### src/rtl/tick_gen.sv
// Single-clock timebase: programmable divider emitting tick/tick_dec enables.
// Optional square-wave output on clk_sq when TICK_GEN_SQUARE_EN is defined.
module tick_gen #(
    parameter int WIDTH       = 19,
    parameter int DEFAULT_DIV = 500000,
    parameter int DEC         = 10
) (
    input  logic             clock,
    input  logic             rst,
    input  logic             en,
    input  logic             clr,
    input  logic [WIDTH-1:0] div_in,
    input  logic             div_load,
    output logic             tick,
    output logic             tick_dec,
    output logic             div_pend,
    output logic             div_err,
    output logic             clk_sq
);

    localparam int DW = $clog2(DEC);
    localparam logic [WIDTH-1:0] DIV_RST = WIDTH'(DEFAULT_DIV);
    localparam logic [WIDTH-1:0] ONE     = WIDTH'(1);
    localparam logic [WIDTH-1:0] MIN_DIV = WIDTH'(2);
    localparam logic [DW-1:0]    D_LAST  = DW'(DEC - 1);
    localparam logic [DW-1:0]    D_ONE   = DW'(1);

    logic [WIDTH-1:0] cnt_q, cnt_d;
    logic [DW-1:0]    dcnt_q, dcnt_d;
    logic [WIDTH-1:0] div_reg_q, div_reg_d;
    logic [WIDTH-1:0] div_nxt_q, div_nxt_d;
    logic             pend_q, pend_d;
    logic             err_q, err_d;
    logic             tick_q, tick_d;
    logic             tdec_q, tdec_d;
    logic             wrap;
    logic             load_ok;
    logic             swap;

    assign wrap    = en && !clr && (cnt_q == div_reg_q - ONE);
    assign load_ok = div_load && (div_in >= MIN_DIV);
    assign swap    = wrap || clr;

    always_comb begin
        cnt_d     = cnt_q;
        dcnt_d    = dcnt_q;
        div_reg_d = div_reg_q;
        div_nxt_d = div_nxt_q;
        pend_d    = pend_q;
        err_d     = div_load && !load_ok;
        tick_d    = wrap;
        tdec_d    = wrap && (dcnt_q == D_LAST);

        if (clr) begin
            cnt_d  = '0;
            dcnt_d = '0;
        end else if (en) begin
            cnt_d = wrap ? '0 : cnt_q + ONE;
            if (wrap) begin
                dcnt_d = (dcnt_q == D_LAST) ? '0 : dcnt_q + D_ONE;
            end
        end

        // A load landing on the changeover edge beats the older pending value
        if (swap) begin
            if (load_ok) begin
                div_reg_d = div_in;
                div_nxt_d = div_in;
                pend_d    = 1'b0;
            end else if (pend_q) begin
                div_reg_d = div_nxt_q;
                pend_d    = 1'b0;
            end
        end else if (load_ok) begin
            div_nxt_d = div_in;
            pend_d    = 1'b1;
        end
    end

    always_ff @(posedge clock) begin
        if (rst) begin
            cnt_q     <= '0;
            dcnt_q    <= '0;
            div_reg_q <= DIV_RST;
            div_nxt_q <= DIV_RST;
            pend_q    <= 1'b0;
            err_q     <= 1'b0;
            tick_q    <= 1'b0;
            tdec_q    <= 1'b0;
        end else begin
            cnt_q     <= cnt_d;
            dcnt_q    <= dcnt_d;
            div_reg_q <= div_reg_d;
            div_nxt_q <= div_nxt_d;
            pend_q    <= pend_d;
            err_q     <= err_d;
            tick_q    <= tick_d;
            tdec_q    <= tdec_d;
        end
    end

`ifdef TICK_GEN_SQUARE_EN
    logic sq_q, sq_d;

    always_comb begin
        sq_d = sq_q;
        if (clr) begin
            sq_d = 1'b0;
        end else if (wrap) begin
            sq_d = !sq_q;
        end
    end

    always_ff @(posedge clock) begin
        if (rst) begin
            sq_q <= 1'b0;
        end else begin
            sq_q <= sq_d;
        end
    end

    assign clk_sq = sq_q;
`else
    assign clk_sq = 1'b0;
`endif

    assign tick     = tick_q;
    assign tick_dec = tdec_q;
    assign div_pend = pend_q;
    assign div_err  = err_q;

endmodule

### config.mk
export PLATFORM = sky130hd
export DESIGN_NAME = tick_gen
export DESIGN_NICKNAME = d
export VERILOG_FILES = /design/src/rtl/tick_gen.sv
export SDC_FILE = /design/constraint.sdc
export NUM_CORES = 1
export LEC_CHECK = 0
export ABC_AREA = 1
export CORE_ASPECT_RATIO = 0.7
export CORE_MARGIN = 3
export CORE_UTILIZATION = 55
export DETAILED_ROUTE_END_ITERATION = 12
export PLACE_DENSITY = 0.75
export REMOVE_ABC_BUFFERS = 1
export SLEW_MARGIN = 20
export SYNTH_ARGS = -nofsm -noshare
export SYNTH_HDL_FRONTEND = slang
export SYNTH_SLANG_ARGS = --single-unit
export TNS_END_PERCENT = 10
### constraint.sdc
create_clock -name clock -period 2.23 [get_ports clock]
set_clock_uncertainty 0.05 [all_clocks]
set_input_delay 0.3345 -clock clock [delete_from_list [all_inputs] [get_ports clock]]
set_output_delay 0.3345 -clock clock [all_outputs]
set_load 0.1 [all_outputs]
**Word level (Yosys, flattened, before mapping)**

Cells that the tools add are included.

- Mux-type cells: 4
- Reductions and logical operators: 13
- Order comparisons: 1
- Eq/ne operators: 2
- $add $sub $neg: 3

Operator list:

| cell | count |
|---|---|
| 19-bit two-way mux | 3 |
| 19-bit by 1-bit adder with 19-bit output, second input constant | 1 |
| 19-bit == test | 1 |
| 19-bit by 2-bit >= comparator with 1-bit output, second input constant | 1 |
| 19-bit by 1-bit subtractor with 19-bit output, second input constant | 1 |
| 1-bit logical AND | 5 |
| 4-bit by 1-bit adder with 4-bit output, second input constant | 1 |
| 4-bit == test, second input constant | 1 |
| 4-bit two-way mux | 1 |
| 2-bit AND reduction | 2 |
| 2-bit OR reduction | 2 |
| 1-bit zero test | 2 |
| 2-bit nonzero test | 1 |
| 1-bit logical OR | 1 |

- Output and inout port bits: 5
- Bits of input ports: 24
- Bits in registers: 65
- Logic and storage cells: 31

**Logic depth before layout (Yosys ltp)**

- Depth after elaboration: 5
- Gate-level depth with buffers: 18
- Gate-level depth less buffers: 17

**Worst setup path before layout**

Ideal clock, no wire load.

- Kind: register to register
- Start point: register div_reg_q[0]
- End point: register div_reg_q[1]
- Setup slack: 0.190 ns
- Stages on the path, launching flop included: 17
- Period minus slack after synthesis: 2.040 ns
- Arrival: 1.875 ns
- Required time: 2.065 ns
- Cell sequence: dfxtp_1 inv_1 ha_1 nand3_4 nor2_8 nand2_2 nor2_2 nand2_1 nand2_1 nand2_1 nor2_4 nand3_4 nand2_4 buf_6 nand3_1 nand2_1 nor2_1

- Cells in the longest elaborated chain, start to end: 5

RTL lines:

| element | RTL line | text |
|---|---|---|
| from (decl) | 30 | `logic [WIDTH-1:0] div_reg_q, div_reg_d;` |
| from (signal assigned) | 93 | `div_reg_q <= div_reg_d;` |
| 19-bit by 1-bit subtractor with 19-bit output | 40 | `assign wrap = en && !clr && (cnt_q == div_reg_q - ONE);` |
| 19-bit == test | 40 |  |
| 1-bit logical AND | 40 |  |
| 1-bit logical OR | 42 | `assign swap = wrap \|\| clr;` |
| 2-bit AND reduction (no line) | n/a |  |

No other way between the ends.
A chain may end at the register's enable or synchronous reset.

**Worst setup path in the final report**

- Start point: register div_reg_q[1]
- End point: register cnt_q[3]

- Cells in the longest elaborated chain, start to end: 4

RTL lines:

| element | RTL line | text |
|---|---|---|
| 19-bit by 1-bit subtractor with 19-bit output | 40 |  |
| 19-bit == test | 40 |  |
| 1-bit logical AND | 40 |  |
| 19-bit two-way mux | 58 | `cnt_d = wrap ? '0 : cnt_q + ONE;` |
| to (signal assigned) | 91 | `cnt_q <= cnt_d;` |
| to (decl) | 28 | `logic [WIDTH-1:0] cnt_q, cnt_d;` |

No other way between the ends.

==> metrics.cfg <==
[die]
die_area_mm2=0.00771
rows=24
start_util_pct=57.9
fp.dieW_um=104
die_y_um=74.4
ios=29
coreArea_mm2=0.00634

[critical_path]
cp_slowest_cell=dfxtp_2
crit_chain=inv_2 -> ha_4 -> nand3_4 -> o21bai_1 -> nand3_1 -> nand2_2 -> nor2_2 -> buf_4 -> nand3_4 -> buf_6 -> nand2_8 -> clkbuf_16 -> nor3b_1
critPathKind=register to register
cp.arrival_ps=2500
cpPeakStageDelay_ps=340
reg2reg_depth=13
r2r_start=div_reg_q[1]$_SDFFE_PP0P_
cp-end-kind=register
crit_path_start_kind=register
crit_buf_inv=4
crit_top_cell=nand3_4
worstPathMaxFanout=7
required_ps=2450
worst_path_dominant_cell_family=simple AND/OR/NAND/NOR gates
setup.worst_path.start=div_reg_q[1]$_SDFFE_PP0P_
cp_num_cells=13

[yosys]
synth.avg_cell_area_um2=6.56
ys_ff_latch=65
muxShareOfSynthArea_pct=0
synthSimpleGateAreaFrac_pct=42.1
synth_xor_area_share_pct=6.82
synth_cell_types=34
synth_top_family_by_area=simple AND/OR/NAND/NOR gates
synth_compound_area_share_pct=6.07
synth_cells=560
ys_warn_count=0
synth-adder-area-share_pct=0.682
synthesis.area_mm2=0.00367
synth-seq-area-share_pct=35.4

[run_status]
violations=setup timing
status=complete, but fails checks

[detailed_routing]
routed_wl_um=10100
drtAntennaViolNets=0
firstDrtPassIters=5
wl_per_cell_um=13.9
drt_iter0_drc=246
vias=3809
vias_per_cell=5.24
drc=0

[hold_path]
min_from=div_nxt_q[13]$_SDFFE_PP1P_
holdPathStages=2
worstHoldPathType=register to register

[cells_and_area]
fillCellCount=507
drive_above_1_share_pct=18.6
antenna_cells=0
ff_latch_area_mm2=0.00131
multiInputGateArea_mm2=0.00222
syn_to_final_growth_pct=30.1
nNetsFinal=657

[clocking]
clock_latency_ps=350
clock_path_buffers=2
hold_buffers=0
clock_sinks=65
numCtsBuffers=9
clk_pin_slew_ps=70
h-tree-depth=3
cts-root-buf=clkbuf_8
cts_tree=built

[global_route]
first_global_vias=3416
grt_max_degree=33
grt_use_total_pct=25.4
overflow=0
antenna_found_initial=0
grt_pass1_wl_um=15600

[power]
combPwrFrac_pct=19.4
switching_share_pct=29.0
power_density_mw_per_mm2=616
pwr-share-clk_pct=37.8
ir_drop_uv=417
seqPwrFrac_pct=42.8
internal_power_mw=2.09
p_total_mw=2.94
p_leak_nw=2.09
p_switching_mw=0.854

[sta]
worst_slew_pin_slew_ps=544
fmax_mhz=439
layout_setup_ws_ps=-50.3
rsz0062_at_grt=true
finalHoldViolCount=0
setup_violations=17
finalCriticalPeriod_ps=2280
post-route-period-util_pct=102
fin_tns_setup_ps=-450
slew_violations=0
slew_headroom_pct=63.6

[placed_design]
portBuffers=27
place.gp.congestion=0.880
hpwl_um=7040

[run]
maxCapViolCount=0

## flip-flops by register name, indices dropped and copies added, names as in the netlist
register / cells
tick: 1
div_pend: 1
div_reg_q: 19
tick_dec: 1
div_err: 1
dcnt_q: 4
div_nxt_q: 19
cnt_q: 19
## layout make-up
class | count | share of cell area, %
multi-input cells | 424 | 46.5
flip-flops and latches | 65 | 27.3
repair buffers | 74 | 14.8
inverters | 57 | 4.48
clock buffers | 10 | 2.67
well taps | 91 | 2.38
clock inverters | 6 | 1.91
## kinds of logic after synthesis
kind of cell / count (synthesis)
compound gates: 42
xor+xnor: 27
fa+ha+maj: 2
buf+inv: 74
flops: 65
other cells: 1
simple gates: 349
## path summary, 6_finish.rpt
kind | slack, ps | end
hold / removal | 410 | div_nxt_q[13]$_SDFFE_PP1P_
hold reg to reg | 410 | div_nxt_q[13]$_SDFFE_PP1P_
setup reg to reg | -50 | cnt_q[3]$_SDFFE_PP0P_
setup / recovery | -50 | cnt_q[3]$_SDFFE_PP0P_
## synthesized netlist by cell type, drive strengths merged
library cell	count	area [µm²]
a21oi	17	85.1
nand3	62	335
inv	56	210
nand2	164	636
conb	1	3.75
clkinv	1	3.75
nor4	6	37.5
xnor2	12	105
and2	1	6.26
xnor3	1	22.5
nand3b	5	37.5
xor2	14	123
clkbuf	6	22.5
nor2	99	420
o21ai	20	100
o21a	1	7.51
nor3b	2	15.0
ha	2	25.0
buf	11	86.3
nand4	6	37.5
o21bai	2	15.0
a211oi	2	15.0
nor3	4	20.0
dfxtp	65	1300
## routing by layer
metal / vias to the layer above / share of wire (%) / track usage [%]
li1: 1914 / - / -
met1: 1765 / 48 / 32.4
met2: 110 / 45 / 42.5
met3: 20 / 6.1 / 8.07
met4: 0 / 1.3 / 6.64
met5: - / 0 / 0
## through the flow
step                      hold slack (ps)  util, %  cells  setup WS [ps]  instance area, µm²
after floorplan                       357        -    543           -348                3560
after global placement                384     67.7    701           -183                4290
after detailed placement              394     67.7    701           -221                4290
after CTS                             411     71.6    718           5.77                4540
after global routing                  448     75.4    727           -175                4780
final                                 411     75.4    727          -50.3                4780
## what timing repair did
action	CTS	global route
pin swaps	2	21
resized for setup	4	37
buffers inserted	0	4
cloned	1	5
endpoints found under the setup margin	39	44
## power by group through the flow
stage | Clock [mW] | Sequential [mW] | Combinational, mW
after floorplan | 0 | 1.28 | 0.297
after global placement | 0 | 1.28 | 0.483
after detailed placement | 0 | 1.28 | 0.499
after CTS | 1.12 | 1.26 | 0.513
after global routing | 1.18 | 1.26 | 0.629
final | 1.11 | 1.26 | 0.570
## placed cells by master, fill, tap and decap left out, types with 5 or more instances in the layout
cell,instances
a21oi_1,17
buf_4,43
clkbuf_8,9
clkdlybuf4s50_1,23
dfxtp_1,62
inv_1,52
nand2_1,149
nand2_2,11
nand3_1,56
nand3b_1,5
nand4_1,6
nor2_1,82
nor2_2,11
nor2_4,6
nor4_1,6
o21ai_0,20
xnor2_1,12
xor2_1,13
## worst min-delay path, delay by kind of cell (launching register included)
family	cells	cell delay, ps
flip-flops	1	310
AND/OR/NAND/NOR	2	120
No activity file was read; power rests on OpenSTA's default activity.
